==> config.mk <==
export PLATFORM = sky130hd
export DESIGN_NAME = tmc_reg_sequencer
export DESIGN_NICKNAME = d
export VERILOG_FILES = /design/src/rtl/tmc_pkg.sv /design/src/rtl/tmc_reg_sequencer.sv
export SDC_FILE = /design/constraint.sdc
export NUM_CORES = 1
export LEC_CHECK = 0
export CAP_MARGIN = 20
export CORE_MARGIN = 3
export CORE_UTILIZATION = 34
export DETAILED_ROUTE_END_ITERATION = 7
export MAX_ROUTING_LAYER = met4
export PLACE_DENSITY = 0.67
export RECOVER_POWER = 50
export SKIP_LAST_GASP = 1
export SLEW_MARGIN = 10
export SYNTH_ARGS = -nofsm -noshare
export SYNTH_HDL_FRONTEND = slang
export SYNTH_SLANG_ARGS = --single-unit
==> constraint.sdc <==
create_clock -name internal_clk -period 5.2 [get_ports internal_clk]
set_input_delay 1.3 -clock internal_clk [delete_from_list [all_inputs] [get_ports internal_clk]]
set_output_delay 1.3 -clock internal_clk [all_outputs]
set_load 0.05 [all_outputs]
==> src/rtl/tmc_pkg.sv <==
// Shared definitions for the stepper-driver register sequencer: FSM states,
// datagram field positions and frame timing helper.
package tmc_pkg;

    typedef enum logic [2:0] {
        ST_IDLE,
        ST_LOAD,
        ST_SEND,
        ST_GAP,
        ST_CAPTURE
    } seq_state_e;

    localparam int DGRAM_WRITE_BIT = 39;
    localparam int DGRAM_ADDR_HI   = 38;
    localparam int DGRAM_ADDR_LO   = 32;
    localparam int DGRAM_DATA_W    = 32;
    localparam int STATUS_W        = 8;

    // Enable must stay high three cycles longer than the datagram so the SPI master completes the frame.
    function automatic int FRAME_CYCLES(input int size);
        return size + 3;
    endfunction

endpackage

==> src/rtl/tmc_reg_sequencer.sv <==
// Turns single register read/write requests into 40-bit stepper-driver datagrams
// for the SPI master; reads run as two identical frames because read data comes back one datagram late.
module tmc_reg_sequencer
    import tmc_pkg::*;
#(
    parameter int SIZE       = 40,
    parameter int CS_SIZE    = 1,
    parameter int GAP_CYCLES = 2
) (
    input  logic                internal_clk,
    input  logic                reset_n_in,
    input  logic                req_valid,
    output logic                req_ready,
    input  logic                req_write,
    input  logic [6:0]          req_addr,
    input  logic [31:0]         req_data,
    input  logic [CS_SIZE-1:0]  req_cs,
    output logic                rsp_valid,
    output logic [STATUS_W-1:0] rsp_status,
    output logic [31:0]         rsp_data,
    output logic [SIZE-1:0]     spi_data_out,
    output logic                spi_send_enable,
    output logic [CS_SIZE-1:0]  spi_cs_select,
    input  logic [SIZE-1:0]     spi_data_in,
    output logic                busy
);

    localparam int CNT_W = $clog2(SIZE + 3 + GAP_CYCLES);
    localparam logic [CNT_W-1:0] FRAME_LAST = CNT_W'(FRAME_CYCLES(SIZE) - 1);
    localparam logic [CNT_W-1:0] GAP_LAST   = CNT_W'(GAP_CYCLES - 1);

    seq_state_e            state_q, state_d;
    logic [CNT_W-1:0]      cnt_q, cnt_d;
    logic                  phase_q, phase_d;
    logic [SIZE-1:0]       dgram_q, dgram_d;
    logic [CS_SIZE-1:0]    cs_q, cs_d;
    logic                  en_q, en_d;
    logic                  rsp_valid_q, rsp_valid_d;
    logic [STATUS_W-1:0]   rsp_status_q, rsp_status_d;
    logic [31:0]           rsp_data_q, rsp_data_d;

    // Ready is held off for the response cycle so a new request lands one cycle after rsp_valid.
    assign req_ready       = (state_q == ST_IDLE) && !rsp_valid_q;
    assign busy            = !req_ready;
    assign rsp_valid       = rsp_valid_q;
    assign rsp_status      = rsp_status_q;
    assign rsp_data        = rsp_data_q;
    assign spi_data_out    = dgram_q;
    assign spi_cs_select   = cs_q;
    assign spi_send_enable = en_q;

    always_comb begin
        state_d      = state_q;
        cnt_d        = cnt_q + 1'b1;
        phase_d      = phase_q;
        dgram_d      = dgram_q;
        cs_d         = cs_q;
        rsp_valid_d  = 1'b0;
        rsp_status_d = rsp_status_q;
        rsp_data_d   = rsp_data_q;

        case (state_q)
            ST_IDLE: begin
                cnt_d = '0;
                if (req_valid && req_ready) begin
                    dgram_d                                = '0;
                    dgram_d[DGRAM_WRITE_BIT]               = req_write;
                    dgram_d[DGRAM_ADDR_HI:DGRAM_ADDR_LO]   = req_addr;
                    dgram_d[DGRAM_DATA_W-1:0]              = req_write ? req_data : '0;
                    cs_d                                   = req_cs;
                    phase_d                                = 1'b0;
                    state_d                                = ST_LOAD;
                end
            end
            ST_LOAD: begin
                cnt_d   = '0;
                state_d = ST_SEND;
            end
            ST_SEND: begin
                if (cnt_q == FRAME_LAST) begin
                    cnt_d   = '0;
                    state_d = ST_GAP;
                end
            end
            ST_GAP: begin
                if (cnt_q == GAP_LAST) begin
                    cnt_d = '0;
                    // The first read frame only primes the driver; resend the same datagram to fetch the data.
                    if (dgram_q[DGRAM_WRITE_BIT] || phase_q) begin
                        state_d = ST_CAPTURE;
                    end else begin
                        phase_d = 1'b1;
                        state_d = ST_SEND;
                    end
                end
            end
            ST_CAPTURE: begin
                cnt_d        = '0;
                rsp_valid_d  = 1'b1;
                rsp_status_d = spi_data_in[DGRAM_WRITE_BIT -: STATUS_W];
                rsp_data_d   = spi_data_in[DGRAM_DATA_W-1:0];
                state_d      = ST_IDLE;
            end
            default: begin
                cnt_d   = '0;
                state_d = ST_IDLE;
            end
        endcase

        en_d = (state_d == ST_SEND);
    end

    always_ff @(posedge internal_clk or negedge reset_n_in) begin
        if (!reset_n_in) begin
            state_q      <= ST_IDLE;
            cnt_q        <= '0;
            phase_q      <= 1'b0;
            dgram_q      <= '0;
            cs_q         <= '0;
            en_q         <= 1'b0;
            rsp_valid_q  <= 1'b0;
            rsp_status_q <= '0;
            rsp_data_q   <= '0;
        end else begin
            state_q      <= state_d;
            cnt_q        <= cnt_d;
            phase_q      <= phase_d;
            dgram_q      <= dgram_d;
            cs_q         <= cs_d;
            en_q         <= en_d;
            rsp_valid_q  <= rsp_valid_d;
            rsp_status_q <= rsp_status_d;
            rsp_data_q   <= rsp_data_d;
        end
    end

endmodule

==> qor.txt <==
yosys warns -> 0
leakage power figure -> 2.678 nW
Mapped Area -> 0.003827 mm²
total grt overflow -> 0
setup fix buffers added after clock tree synthesis -> 0
maximum number of buffers from clock root to sink -> 2
Core Region -> 0.01094 mm²
fin. max-slew vios -> 101
highest clock rate -> 273.2 MHz
run status -> finished with violations
final routed wire length divided by cell count -> 16.26 µm
Final Cycle Share -> 70.39%
violated checks -> max-capacitance violations, max-slew violations
Worst Setup Path Type -> register to output pin
number of global-route vias before repair -> 2987
count of flip-flops with a built-in enable after synthesis -> 0
Combinational Power Share -> 6.1%
register-to-register setup slack -> 2330 ps
drt total wl -> 9398 µm
post-route cell area -> 0.005908 mm²
RSZ-0062 raised after global routing -> false
proportion of synthesized chip area in sequential cells -> 60.80%
cts bufs inserted -> 9
sink of the worst hold path -> spi_data_out[10]$_DFFE_PN0P_
endpoint class of the critical path -> output pin
summed negative setup slack over all endpoints -> 0 ps
clock tree from TritonCTS -> yes
IO Pins -> 169
most frequent cells in the layout -> sky130_fd_sc_hd__clkdlybuf4s50_1 (167), sky130_fd_sc_hd__dfrtp_1 (93), sky130_fd_sc_hd__mux2_2 (43)
post-route antenna net violation count -> 0
area added between synthesis and finish -> 54.36%
share of async-settable or async-resettable flops after synthesis -> 100.0%
worst hold path startpoint -> spi_data_out[10]$_DFFE_PN0P_
count of maximum capacitance violations -> 2
Final Hold Viols -> 0
vias per cell -> 4.920
min cycle time layout -> 3660 ps
Die Span X -> 112.1 µm
Final Instance Count excl. Fillers -> 578
hold buffer count at cts -> 0
met2 wire length -> 4651 µm
most common flop cell mapped by yosys -> sky130_fd_sc_hd__dfrtp_1
cell count after synthesis -> 273
area of the die -> 0.01257 mm²
drt initial violations -> 106
Starting Density -> 35.00%
Reg2Reg Launch Point -> state_q[1]$_DFF_PN0_
number of detailed-routing iterations run before antenna repair -> 4
routability-driven placement congestion ratio -> 0.7800
Peak VDD IR -> 0.1382 mV
std cell rows -> 38
final setup fails -> 0
detailed-route via count -> 2844
worst flop-to-flop path endpoint -> rsp_data[19]$_DFFE_PN0P_
number of diodes -> 0
antenna violations before repair -> 0
global-route wire length before repair -> 15180 µm
sequential standard cell area -> 0.002327 mm²
half-perimeter wire length after detailed placement -> 6586 µm
class of the tightest hold or removal check -> register to register
clock latency reported for the late side of the worst-skew pair -> 340 ps
all-layer global routing usage -> 15.32%
clk_skew -> 9.302 ps
post-CTS sizing -> 0
dpl cells -> 561
distinct cell type count of the synthesized netlist -> 34
met3 wire length -> 620 µm
Reg clk slew, reported paths -> 70 ps
maximum number of pins on one net before global-route repair -> 59
transition time at the pin with the least slew margin -> 2974 ps
Vert. Die Dim -> 112.1 µm
H-tree levels -> 3
worst rel slew slack -> -98.27%
number of buffers added on ports -> 168
Design Power -> 1.433 mW
count of clock tree sinks -> 93
Filler Cells Inserted -> 935
top metal layer carrying routed signals -> met4
post-synthesis net count -> 360
most common cell after layout, fill and taps aside -> sky130_fd_sc_hd__clkdlybuf4s50_1
power density of the placed cells -> 242.5 mW/mm²
proportion of power drawn by the clock network -> 43.4%
required arrival time at the worst endpoint -> 3900 ps
number of nets in the layout -> 520
proportion of total power due to net switching -> 22.30%
maximum fanout along the worst path -> 35
internal power -> 1.113 mW
placed cell area -> 0.005612 mm²
Arr. time, crit path -> 2360 ps
Register-to-Register Path Depth -> 3
mean instance size in the synthesized netlist -> 14.02 µm²
startpoint type of the worst setup path -> register
final-layout worst hold slack -> 489.7 ps
Post-route DRC -> 0
met1 wire length -> 4033 µm
share of final-layout standard cells stronger than drive strength 1 -> 23.29%
Multi-input gate area -> 0.001380 mm²
switching power total -> 319.4 µW
CTS root buffer -> sky130_fd_sc_hd__clkbuf_16
number of cells on the worst hold path -> 1
register bit total from synthesis -> 93
relative contribution of sequential cells to total power -> 50.5%
==> sequential cells by signal, summed over array words and instances, names as in the netlist <==
register	flops
spi_data_out	40
rsp_data	32
rsp_status	8
cnt_q	6
state_q	3
phase_q	1
rsp_valid	1
spi_cs_select	1
spi_send_enable	1
==> metal layers <==
| layer | vias up | GRT usage [%] |
|---|---|---|
| met3 | 11 | 3.935 |
| met2 | 93 | 24.35 |
| met1 | 1421 | 19.65 |
| met5 | - | - |
| li1 | 1319 | - |
| met4 | 0 | 4.087 |
==> synth_stat cells (all sizes together) (3+ instances only) <==
cell type	instances	area (µm²)
a21bo	32	320.3
buf	13	63.81
clkbuf	11	41.29
dfrtp	93	2327
ha	3	37.54
inv	4	15.01
mux2	49	574.3
nand2	3	13.77
nand3	4	20.02
nand4	32	200.2
nor4	7	58.81
==> stage by stage <==
step | setup WS (ps) | util (%)
2_1_floorplan | 2287 | -
3_3_place_gp | 1861 | 51.32
3_5_place_dp | 1839 | 51.32
4_1_cts | 1507 | 53.89
5_1_grt | 821.5 | 54.03
6_report | 1540 | 54.03
==> critical path: stages (launching register included) <==
cell                              delay [ps]
sky130_fd_sc_hd__dfrtp_1                 460
sky130_fd_sc_hd__nor4_4                  300
sky130_fd_sc_hd__buf_4                   380
sky130_fd_sc_hd__clkdlybuf4s50_1         880
==> power groups by stage <==
| stage | clock (mW) | sequential, mW | combinational, mW |
|---|---|---|---|
| after floorplan | 0 | 0.737 | 0.00754 |
| after CTS | 0.641 | 0.723 | 0.0868 |
| after global placement | 0 | 0.737 | 0.0861 |
| after detailed placement | 0 | 0.737 | 0.0863 |
| final | 0.622 | 0.723 | 0.0874 |
| after global routing | 0.675 | 0.723 | 0.0951 |
==> final cells by class <==
class	instances	area share, %
Timing Repair Buffer	173	29.27
Sequential cell	93	39.39
Clock buffer	10	3.875
Inverter	4	0.2541
Tap cell	140	2.965
Multi-Input combinational cell	152	23.36
Clock inverter	6	0.8895
==> kinds of logic (layout without fill, tap and decap cells) <==
kind of cell / count (synthesis) / in the layout / synth area share, %
mux: 49 / 49 / 15.00
fa+ha+maj: 3 / 3 / 0.9808
compound gates: 40 / 40 / 9.938
buf+inv: 28 / 193 / 3.138
simple gates: 57 / 57 / 9.448
flops: 93 / 93 / 60.80
xor+xnor: 3 / 3 / 0.6866
==> worst max path at each step <==
stage / from / end / slack [ps]
2_1_floorplan: rsp_valid$_DFF_PN0_ / busy / 2290
3_3_place_gp: req_valid / spi_data_out[39]$_DFFE_PN0P_ / 1860
3_5_place_dp: req_valid / spi_data_out[38]$_DFFE_PN0P_ / 1840
4_1_cts: state_q[1]$_DFF_PN0_ / req_ready / 1510
5_1_grt: reset_n_in / rsp_data[19]$_DFFE_PN0P_ / 820
6_report: state_q[1]$_DFF_PN0_ / req_ready / 1540
Note: power is estimated with default switching activity, not from simulation.
